[config.mk]
export PLATFORM = sky130hd
export DESIGN_NAME = mpu_multimode
export DESIGN_NICKNAME = d
export VERILOG_FILES = /design/src/rtl/mpu_multimode.sv
export SDC_FILE = /design/constraint.sdc
export NUM_CORES = 2
export LEC_CHECK = 0
export CORE_AREA = 3 3 314 316
export DETAILED_ROUTE_END_ITERATION = 6
export DIE_AREA = 0 0 317 319
export GPL_TIMING_DRIVEN = 0
export PLACE_DENSITY = 0.67
export SYNTH_ARGS = -nofsm -noshare
export SYNTH_HDL_FRONTEND = slang
export SYNTH_SLANG_ARGS = --single-unit
[constraint.sdc]
create_clock -name clk -period 20.3 [get_ports clk]
set_input_delay 3.045 -clock clk [delete_from_list [all_inputs] [get_ports clk]]
set_output_delay 3.045 -clock clk [all_outputs]
set_load 0.03 [all_outputs]
[src/rtl/mpu_multimode.sv]
// Message processing unit: buffers vertex updates, read-modify-writes the HBM word with a
// run-time selected reduction (MIN / MAX / thresholded ADD) and forwards activated vertices to the MGU.
module mpu_multimode #(
  parameter int VPropWidth   = 32,
  parameter int VPropStart   = 64,
  parameter int EIndexWidth  = 32,
  parameter int EDegreeWidth = 32,
  parameter int AddrWidth    = 33,
  parameter int DataWidth    = 256,
  parameter int UpdateWidth  = 65,
  parameter int FifoDepth    = 4
) (
  input  logic                                        clk,
  input  logic                                        resetn,
  input  logic [UpdateWidth-1:0]                      upd_data,
  input  logic                                        upd_valid,
  output logic                                        upd_ready,
  input  logic [1:0]                                  mode,
  input  logic [VPropWidth-1:0]                       threshold,
  output logic [AddrWidth-1:0]                        rd_addr,
  output logic                                        rd_start,
  input  logic [DataWidth-1:0]                        rd_data,
  input  logic                                        rd_done,
  output logic [AddrWidth-1:0]                        wr_addr,
  output logic [DataWidth-1:0]                        wr_data,
  output logic                                        wr_start,
  input  logic                                        wr_done,
  output logic [VPropWidth+EIndexWidth+EDegreeWidth-1:0] mgu_data,
  output logic                                        mgu_valid,
  input  logic                                        mgu_ready,
  output logic [31:0]                                 active_count,
  output logic                                        busy
);
  localparam int MguWidth = VPropWidth + EIndexWidth + EDegreeWidth;
  localparam int PtrW     = $clog2(FifoDepth);

  typedef enum logic [2:0] {
    S_IDLE, S_READ, S_READ_WAIT, S_REDUCE, S_WRITE, S_WRITE_WAIT, S_SEND
  } state_e;

  state_e                  state_q, state_d;
  logic [PtrW:0]           wptr_q, wptr_d, rptr_q, rptr_d;
  logic [UpdateWidth-1:0]  fifo_mem_q [FifoDepth];
  logic [UpdateWidth-1:0]  fifo_mem_d [FifoDepth];
  logic [AddrWidth-1:0]    addr_q, addr_d;
  logic [VPropWidth-1:0]   val_q, val_d, thr_q, thr_d;
  logic [1:0]              mode_q, mode_d;
  logic [DataWidth-1:0]    word_q, word_d, wr_data_q, wr_data_d;
  logic [MguWidth-1:0]     mgu_data_q, mgu_data_d;
  logic                    active_q, active_d;
  logic [31:0]             active_count_q, active_count_d;

  logic                    fifo_empty, fifo_full, push;
  logic [UpdateWidth-1:0]  head;

  // Extra pointer bit distinguishes full from empty when the indices match.
  assign fifo_empty = (wptr_q == rptr_q);
  assign fifo_full  = (wptr_q[PtrW] != rptr_q[PtrW]) && (wptr_q[PtrW-1:0] == rptr_q[PtrW-1:0]);
  assign push       = upd_valid && !fifo_full;
  assign head       = fifo_mem_q[rptr_q[PtrW-1:0]];

  always_comb begin
    fifo_mem_d = fifo_mem_q;
    if (push) fifo_mem_d[wptr_q[PtrW-1:0]] = upd_data;
  end

  // Reduction datapath, evaluated from the captured word in REDUCE.
  logic [VPropWidth-1:0]   red_n, red_p, red_t, red_sum, red_gain, red_new_p, red_new_t;
  logic [EDegreeWidth-1:0] red_deg;
  logic [EIndexWidth-1:0]  red_idx;
  logic                    red_act, red_wr;
  logic [DataWidth-1:0]    red_word;

  always_comb begin
    red_n     = val_q;
    red_p     = word_q[VPropStart +: VPropWidth];
    red_t     = word_q[VPropStart+VPropWidth +: VPropWidth];
    red_deg   = word_q[EDegreeWidth-1:0];
    red_idx   = word_q[EDegreeWidth +: EIndexWidth];
    red_sum   = red_t + red_n;
    red_gain  = red_sum - red_p;
    red_new_p = red_p;
    red_new_t = red_t;
    red_act   = 1'b0;
    red_wr    = 1'b0;
    case (mode_q)
      2'b01: begin
        red_new_t = red_sum;
        red_act   = (red_gain >= thr_q) && (red_deg != '0);
        red_new_p = red_act ? red_sum : red_p;
        red_wr    = 1'b1;
      end
      2'b10: begin
        red_act = (red_n < red_t) && (red_deg != '0);
        red_wr  = red_act;
      end
      2'b11: begin
        red_act = (red_n > red_t) && (red_deg != '0);
        red_wr  = red_act;
      end
      default: ;
    endcase
    if (mode_q[1] && red_act) begin
      red_new_p = red_n;
      red_new_t = red_n;
    end
    red_word = word_q;
    red_word[VPropStart +: VPropWidth]            = red_new_p;
    red_word[VPropStart+VPropWidth +: VPropWidth] = red_new_t;
  end

  always_comb begin
    state_d        = state_q;
    wptr_d         = push ? wptr_q + 1'b1 : wptr_q;
    rptr_d         = rptr_q;
    addr_d         = addr_q;
    val_d          = val_q;
    mode_d         = mode_q;
    thr_d          = thr_q;
    word_d         = word_q;
    wr_data_d      = wr_data_q;
    mgu_data_d     = mgu_data_q;
    active_d       = active_q;
    active_count_d = active_count_q;
    case (state_q)
      S_IDLE: begin
        if (!fifo_empty) begin
          rptr_d = rptr_q + 1'b1;
          // Drop-mode messages are consumed here with no memory traffic.
          if (mode != 2'b00) begin
            addr_d  = head[UpdateWidth-1 -: AddrWidth];
            val_d   = head[VPropWidth-1:0];
            mode_d  = mode;
            thr_d   = threshold;
            state_d = S_READ;
          end
        end
      end
      S_READ:      state_d = S_READ_WAIT;
      S_READ_WAIT: begin
        if (rd_done) begin
          word_d  = rd_data;
          state_d = S_REDUCE;
        end
      end
      S_REDUCE: begin
        wr_data_d  = red_word;
        mgu_data_d = {red_new_p, red_idx, red_deg};
        active_d   = red_act;
        state_d    = red_wr ? S_WRITE : S_IDLE;
      end
      S_WRITE:      state_d = S_WRITE_WAIT;
      S_WRITE_WAIT: begin
        if (wr_done) state_d = active_q ? S_SEND : S_IDLE;
      end
      S_SEND: begin
        if (mgu_ready) begin
          active_count_d = active_count_q + 32'd1;
          state_d        = S_IDLE;
        end
      end
      default: state_d = S_IDLE;
    endcase
  end

  always_ff @(posedge clk) fifo_mem_q <= fifo_mem_d;

  always_ff @(posedge clk) begin
    if (!resetn) begin
      state_q        <= S_IDLE;
      wptr_q         <= '0;
      rptr_q         <= '0;
      addr_q         <= '0;
      val_q          <= '0;
      mode_q         <= '0;
      thr_q          <= '0;
      word_q         <= '0;
      wr_data_q      <= '0;
      mgu_data_q     <= '0;
      active_q       <= 1'b0;
      active_count_q <= '0;
    end else begin
      state_q        <= state_d;
      wptr_q         <= wptr_d;
      rptr_q         <= rptr_d;
      addr_q         <= addr_d;
      val_q          <= val_d;
      mode_q         <= mode_d;
      thr_q          <= thr_d;
      word_q         <= word_d;
      wr_data_q      <= wr_data_d;
      mgu_data_q     <= mgu_data_d;
      active_q       <= active_d;
      active_count_q <= active_count_d;
    end
  end

  assign upd_ready    = !fifo_full;
  assign rd_start     = (state_q == S_READ);
  assign wr_start     = (state_q == S_WRITE);
  assign mgu_valid    = (state_q == S_SEND);
  assign rd_addr      = addr_q;
  assign wr_addr      = addr_q;
  assign wr_data      = wr_data_q;
  assign mgu_data     = mgu_data_q;
  assign active_count = active_count_q;
  assign busy         = (state_q != S_IDLE) || !fifo_empty;
endmodule

# --- Word level (Yosys, flattened, before mapping) ---
# Cells that the tools add are included.
word_totals:
  register_bits: 1009
  out_inout_bits: 455
op_classes:
  muxes: 21
  n_eq_ne: 17
  magnitude_cmp: 6
  n_addsub: 5
  bitwise_logic: 3
  n_reduce_logical: 19
op_table:
  columns: ["cell", "count"]
  rows:
  - ["bitwise mux 260 bit", 1]
  - ["two-way mux 65 bit", 3]
  - ["two-way mux 32 bit", 5]
  - ["binary-select mux 65 bit (select 2 bit)", 1]
  - ["demux 65 bit (select 2 bit)", 1]
  - ["adder 32 x 1 -> 32 bit (second input constant)", 1]
  - ["adder 32 bit", 1]
  - [">= comparator 32 bit", 1]
  - ["> comparator 32 bit", 1]
  - ["< comparator 32 bit", 1]
  - ["nonzero test 32 bit", 1]
  - ["subtractor 32 bit", 1]
  - ["two-way mux 3 bit", 7]
  - ["one-hot mux 3 bit (7 select lines)", 1]
  - ["== test 3 bit (second input constant)", 3]
  - ["!= test 2 bit (second input constant)", 4]
  - ["logical AND 1 bit", 7]
  - ["adder 3 x 1 -> 3 bit (second input constant)", 2]
  - ["== test 3 x 2 -> 1 bit (second input constant)", 2]
  - [">= comparator 3 bit (second input constant)", 2]
  - ["NOT 2 -> 3 bit", 2]
  - ["one-hot mux 1 bit (3 select lines)", 2]
  - ["AND reduction 2 bit", 3]
  - ["AND reduction 5 bit", 1]
  - ["15 further kinds", 17]

# --- Longest topological paths before layout ---
depth:
  ltp_word: 7
  mapped_depth: 34
  depth_no_buf: 32

# --- Least setup slack after synthesis ---
# Ideal clock, no wire load.
synth_timing:
  path_type: "register to register"
  from: "register word_q[96]"
  to: "register wr_data_q[77] (netlist: wr_data[77])"
  setup_ps: 116
  slack_ps: 13913
  required_time_ps: 20184
  n_path_buf: 2
  stages_incl_launch_ff: 31
  period_less_slack_ps: 6387
  arrival_ps: 6270
  path_cell_list: "dfxtp_1 ha_1 fa_1 nand2b_1 a221oi_2 or4b_4 a311oi_2 a21oi_2 a211oi_1 o21bai_1 xnor2_1 ha_1 and2_1 a22o_1 a31o_2 o41a_1 a41oi_1 a21boi_0 xor2_1 ha_1 nand4_1 nor2_1 o211ai_1 a31o_2 a21oi_1 and2_1 clkbuf_1 clkbuf_1 mux2i_1 o21ai_0 o211a_1"
synth_via:
  elab_chain_len: 7
synth_rtl:
  columns: ["item", "line_no", "rtl"]
  rows:
  - ["start: declaration", "48", "logic [DataWidth-1:0] word_q, word_d, wr_data_q, wr_data_d;"]
  - ["start signal: assignment", "190", "word_q <= word_d;"]
  - ["adder 32 bit", "80", "red_sum = red_t + red_n;"]
  - ["subtractor 32 bit", "81", "red_gain = red_sum - red_p;"]
  - [">= comparator 32 bit", "89", "red_act = (red_gain >= thr_q) && (red_deg != '0);"]
  - ["logical AND 1 bit", "89", null]
  - ["one-hot mux 1 bit (3 select lines) or two-way mux 32 bit (tied branches)", "86, 90", null]
  - ["logical AND 1 bit or two-way mux 32 bit (tied branches)", "103, 86", null]
  - ["two-way mux 32 bit (*)", "103", "if (mode_q[1] && red_act) begin"]
  - ["end signal: assignment", "191", "wr_data_q <= wr_data_d;"]
  - ["end: declaration", "48", null]
# Mark *: on every way between the ends. The rest lies on a longest branch, timed or not.
# A chain may end at the register's enable or synchronous reset.

# --- Worst setup path after layout ---
layout_timing:
  from: "register val_q[0] (netlist: red_n[0])"
  to: "register wr_data_q[86] (netlist: wr_data[86])"
layout_via:
  elab_chain_len: 7
layout_rtl:
  columns: ["item", "line_no", "rtl"]
  rows:
  - ["start: declaration", "46", "logic [VPropWidth-1:0] val_q, val_d, thr_q, thr_d;"]
  - ["start signal: assignment", "187", "val_q <= val_d;"]
  - ["adder 32 bit", "80", null]
  - ["subtractor 32 bit", "81", null]
  - [">= comparator 32 bit", "89", null]
  - ["logical AND 1 bit", "89", null]
  - ["one-hot mux 1 bit (3 select lines) or two-way mux 32 bit (tied branches)", "86, 90", null]
  - ["logical AND 1 bit or two-way mux 32 bit (tied branches)", "103, 86", null]
  - ["two-way mux 32 bit (*)", "103", null]
# Marked as above.

==> results.toml <==
[worst_setup_path]
r2r_end = "wr_data[86]"
cp_max_fo = 10
startpoint_type = "register"
cp.arrival_ns = 9.23
required_ns = 20.90
cpMostUsedCell = "ha_1"
critPathMaxStageDelay_ns = 0.73
criticalPathCategory = "register to register"
critPathSlowestCell = "o21ai_0"
timing.rr.start = "red_n[0]"
worst_r2r_path_depth = 30
crit_path_end_kind = "register"
r2r_slack_ns = 11.67

[global_route]
grt_max_degree = 49
grt_pass1_vias = 32863
grt_antenna_before_repair = 34
overflow = 0
grt_pass1_wl_um = 216000
grt.total_usage_pct = 29.0

[detailed_routing]
wirelength_um = 152000
first_pass_iters = 6
viasPerCell = 5.26
drcViolationCount = 0
ant_nets = 0
drt_iter0_markers = 3011
vias = 34279
wl_per_cell_um = 23.3

[layout]
syn_to_final_growth_pct = 34.0
fin_util_pct = 54.4
final_net_count = 5634
drive_gt1_share_pct = 7.70

[synth]
synth_area_leader_cell = "dfxtp_1"
yosys_warnings = 0
yosys_register_bits = 913
yosys.cell_types.count = 81
synth_top_area_share_pct = 33.4
synth_area_leaders = "dfxtp_1 33%, edfxtp_1 20%, nand2_1 11%, a21oi_1 8.9%, ha_1 4.2%"
syn_inst = 4223
synth_ff_type = "dfxtp_1"
synth_fp_nets = 4718
syn_area_um2 = 39100
synthTopCellsByCount = "1189 x nand2_1, 692 x a21oi_1, 653 x dfxtp_1"
synth_edf_count = 260
ys_seq_area_share_pct = 53.4
avgSynthCellArea_um2 = 9.26
async_reset_ff_share_pct = 0
yosysMostFrequentCell = "nand2_1"

[pwr]
power_frac_comb_pct = 38.9
peakVddDrop_uv = 111
power_frac_seq_pct = 33.1
swShare_pct = 37.1
power.internal_mw = 4.18
switchingPower_mw = 2.47
clkPwrFrac_pct = 28.0
p_leak_nw = 18.4
finalPower_mw = 6.65
cellPowerDensity_nw_per_um2 = 127

[die]
std_cell_rows = 114
die_w_um = 317
start_util_pct = 40.6
die_area_um2 = 101000
die_h_um = 319
core_area_um2 = 96300
io_pins = 816

[clocking]
holdBufCountCts = 0
h-tree-depth = 3
cts_tree = "yes"
cts-root-buf = "clkbuf_16"
cts-resized-gates = 0
cts.path.max_buffers = 3
clk_pin_slew_ns = 0.06
postCtsSetupBuffers = 0
numCtsBuffers = 96
clock_sinks = 913
clock_latency_ns = 0.67

[place]
gp_congestion = 0.990
detailed_place_hpwl_um = 119000
io_buffers = 814
pre_cts_ws_ns = 12.00

[sta]
grt_setup_unrepaired = "false"
max_slew_margin_pct = 7.42
setup_violations = 0
hold_ws_ns = 0.433
fmax_mhz = 116
finalSetupTns_ns = 0
final-hold-violation-count = 0
final_max_slew_viol_count = 0
fin_ws_ns = 11.67
tightest_slew_ns = 1.39
post-route-period-util_pct = 42.5
fin_crit_ns = 8.63
finClkSkew_ns = 0.0235

[worst_hold_path]
min_path_cells = 2
min_from = "word_q[159]"
hp-class = "register to register"
min_to = "wr_data[159]"

[flow_run]
cap_violations = 0

[run_status]
status = "completed"
[logic make-up (layout without fill, tap and decap cells)]
group           after synthesis  in the layout  synth area share [%]
simple gates               1493           1493                  15.4
compound gates              982            982                  14.3
flops                       913            913                  53.4
buf+inv                     527           1523                  6.34
fa+ha+maj                   134            134                  4.33
xor+xnor                     89             89                  2.01
mux                          85             85                  4.26
other cells                   0             17                     0
[cells in the final DEF (no fill, tap or decap), types with 21 or more instances in the layout]
cell / instances
edfxtp_1: 260
clkdlybuf4s50_1: 814
dfxtp_1: 653
nand3_1: 28
nor3_1: 23
nand2_1: 1189
clkbuf_1: 237
inv_1: 141
o211ai_1: 25
a31oi_1: 23
nor2_1: 140
xnor2_1: 52
a21oi_1: 692
buf_4: 129
xor2_1: 36
clkbuf_16: 97
buf_1: 21
o21bai_1: 21
ha_1: 132
o21ai_0: 82
mux4_2: 65
[flip-flops by register name (all words and copies together), names as in the netlist, 3 cells and up]
register      flops
wptr_q            3
wr_data         256
red_n            32
fifo_mem_q      260
active_count     32
thr_q            32
rd_addr          33
state_q           3
word_q          256
rptr_q            3
[power groups by stage]
| stage | clock network (mW) | logic (mW) | registers (mW) |
|---|---|---|---|
| 3_3_place_gp | 0 | 2.52 | 2.23 |
| 5_1_grt | 1.96 | 2.85 | 2.21 |
| 2_1_floorplan | 0 | 1.69 | 2.23 |
| 6_report | 1.86 | 2.59 | 2.20 |
| 4_1_cts | 1.89 | 2.57 | 2.20 |
| 3_5_place_dp | 0 | 2.55 | 2.23 |
[per-stage QoR]
stage                     std cells  instance area (µm²)
final                          6512                52400
after global routing           6503                52400
after CTS                      6495                52300
after detailed placement       6317                49000
after global placement         6313                48800
after floorplan                4223                39100
[metal layers]
metal  vias up  share of wire, %  global-route usage, %
met5         -              0.16                      0
li1      16158                 -                      -
met2      1317                46                   47.0
met4        32               5.0                   13.2
met3       319               8.9                   8.23
met1     16453                40                   35.8
[how the worst max path moves through the flow]
| stage | startpoint | endpoint | slack [ns] | cells after the start |
|---|---|---|---|---|
| 2_1_floorplan | word_q[96] | wr_data[77] | 13.91 | 30 |
| 3_3_place_gp | red_n[0] | wr_data[86] | 11.96 | 30 |
| 3_5_place_dp | red_n[0] | wr_data[86] | 12.00 | 30 |
| 4_1_cts | red_n[0] | wr_data[86] | 11.94 | 30 |
| 5_1_grt | red_n[0] | wr_data[86] | 11.33 | 30 |
| 6_report | red_n[0] | wr_data[86] | 11.67 | 30 |
[area by class of cell]
class	count	area (µm²)
inverter	141	529
sequential	913	20900
clock buffer	124	2670
timing repair buffer	818	8260
tap	1276	1600
antenna	17	42.5
multi-input combinational	2783	15800
fill	8786	43900
buffer	386	1950
clock inverter	54	692
[worst max-delay path: cells and delay by family, from the launching register on]
kind / cells / cell delay (ns)
AO/OA/AOI/OAI: 15 / 3.84
adder cells (fa/ha/maj): 4 / 1.36
AND/OR/NAND/NOR: 6 / 1.26
buffers and inverters: 2 / 0.98
XOR/XNOR: 2 / 0.52
flip-flops: 1 / 0.44
multiplexers: 1 / 0.15
Power figures use the tool's default switching activity.
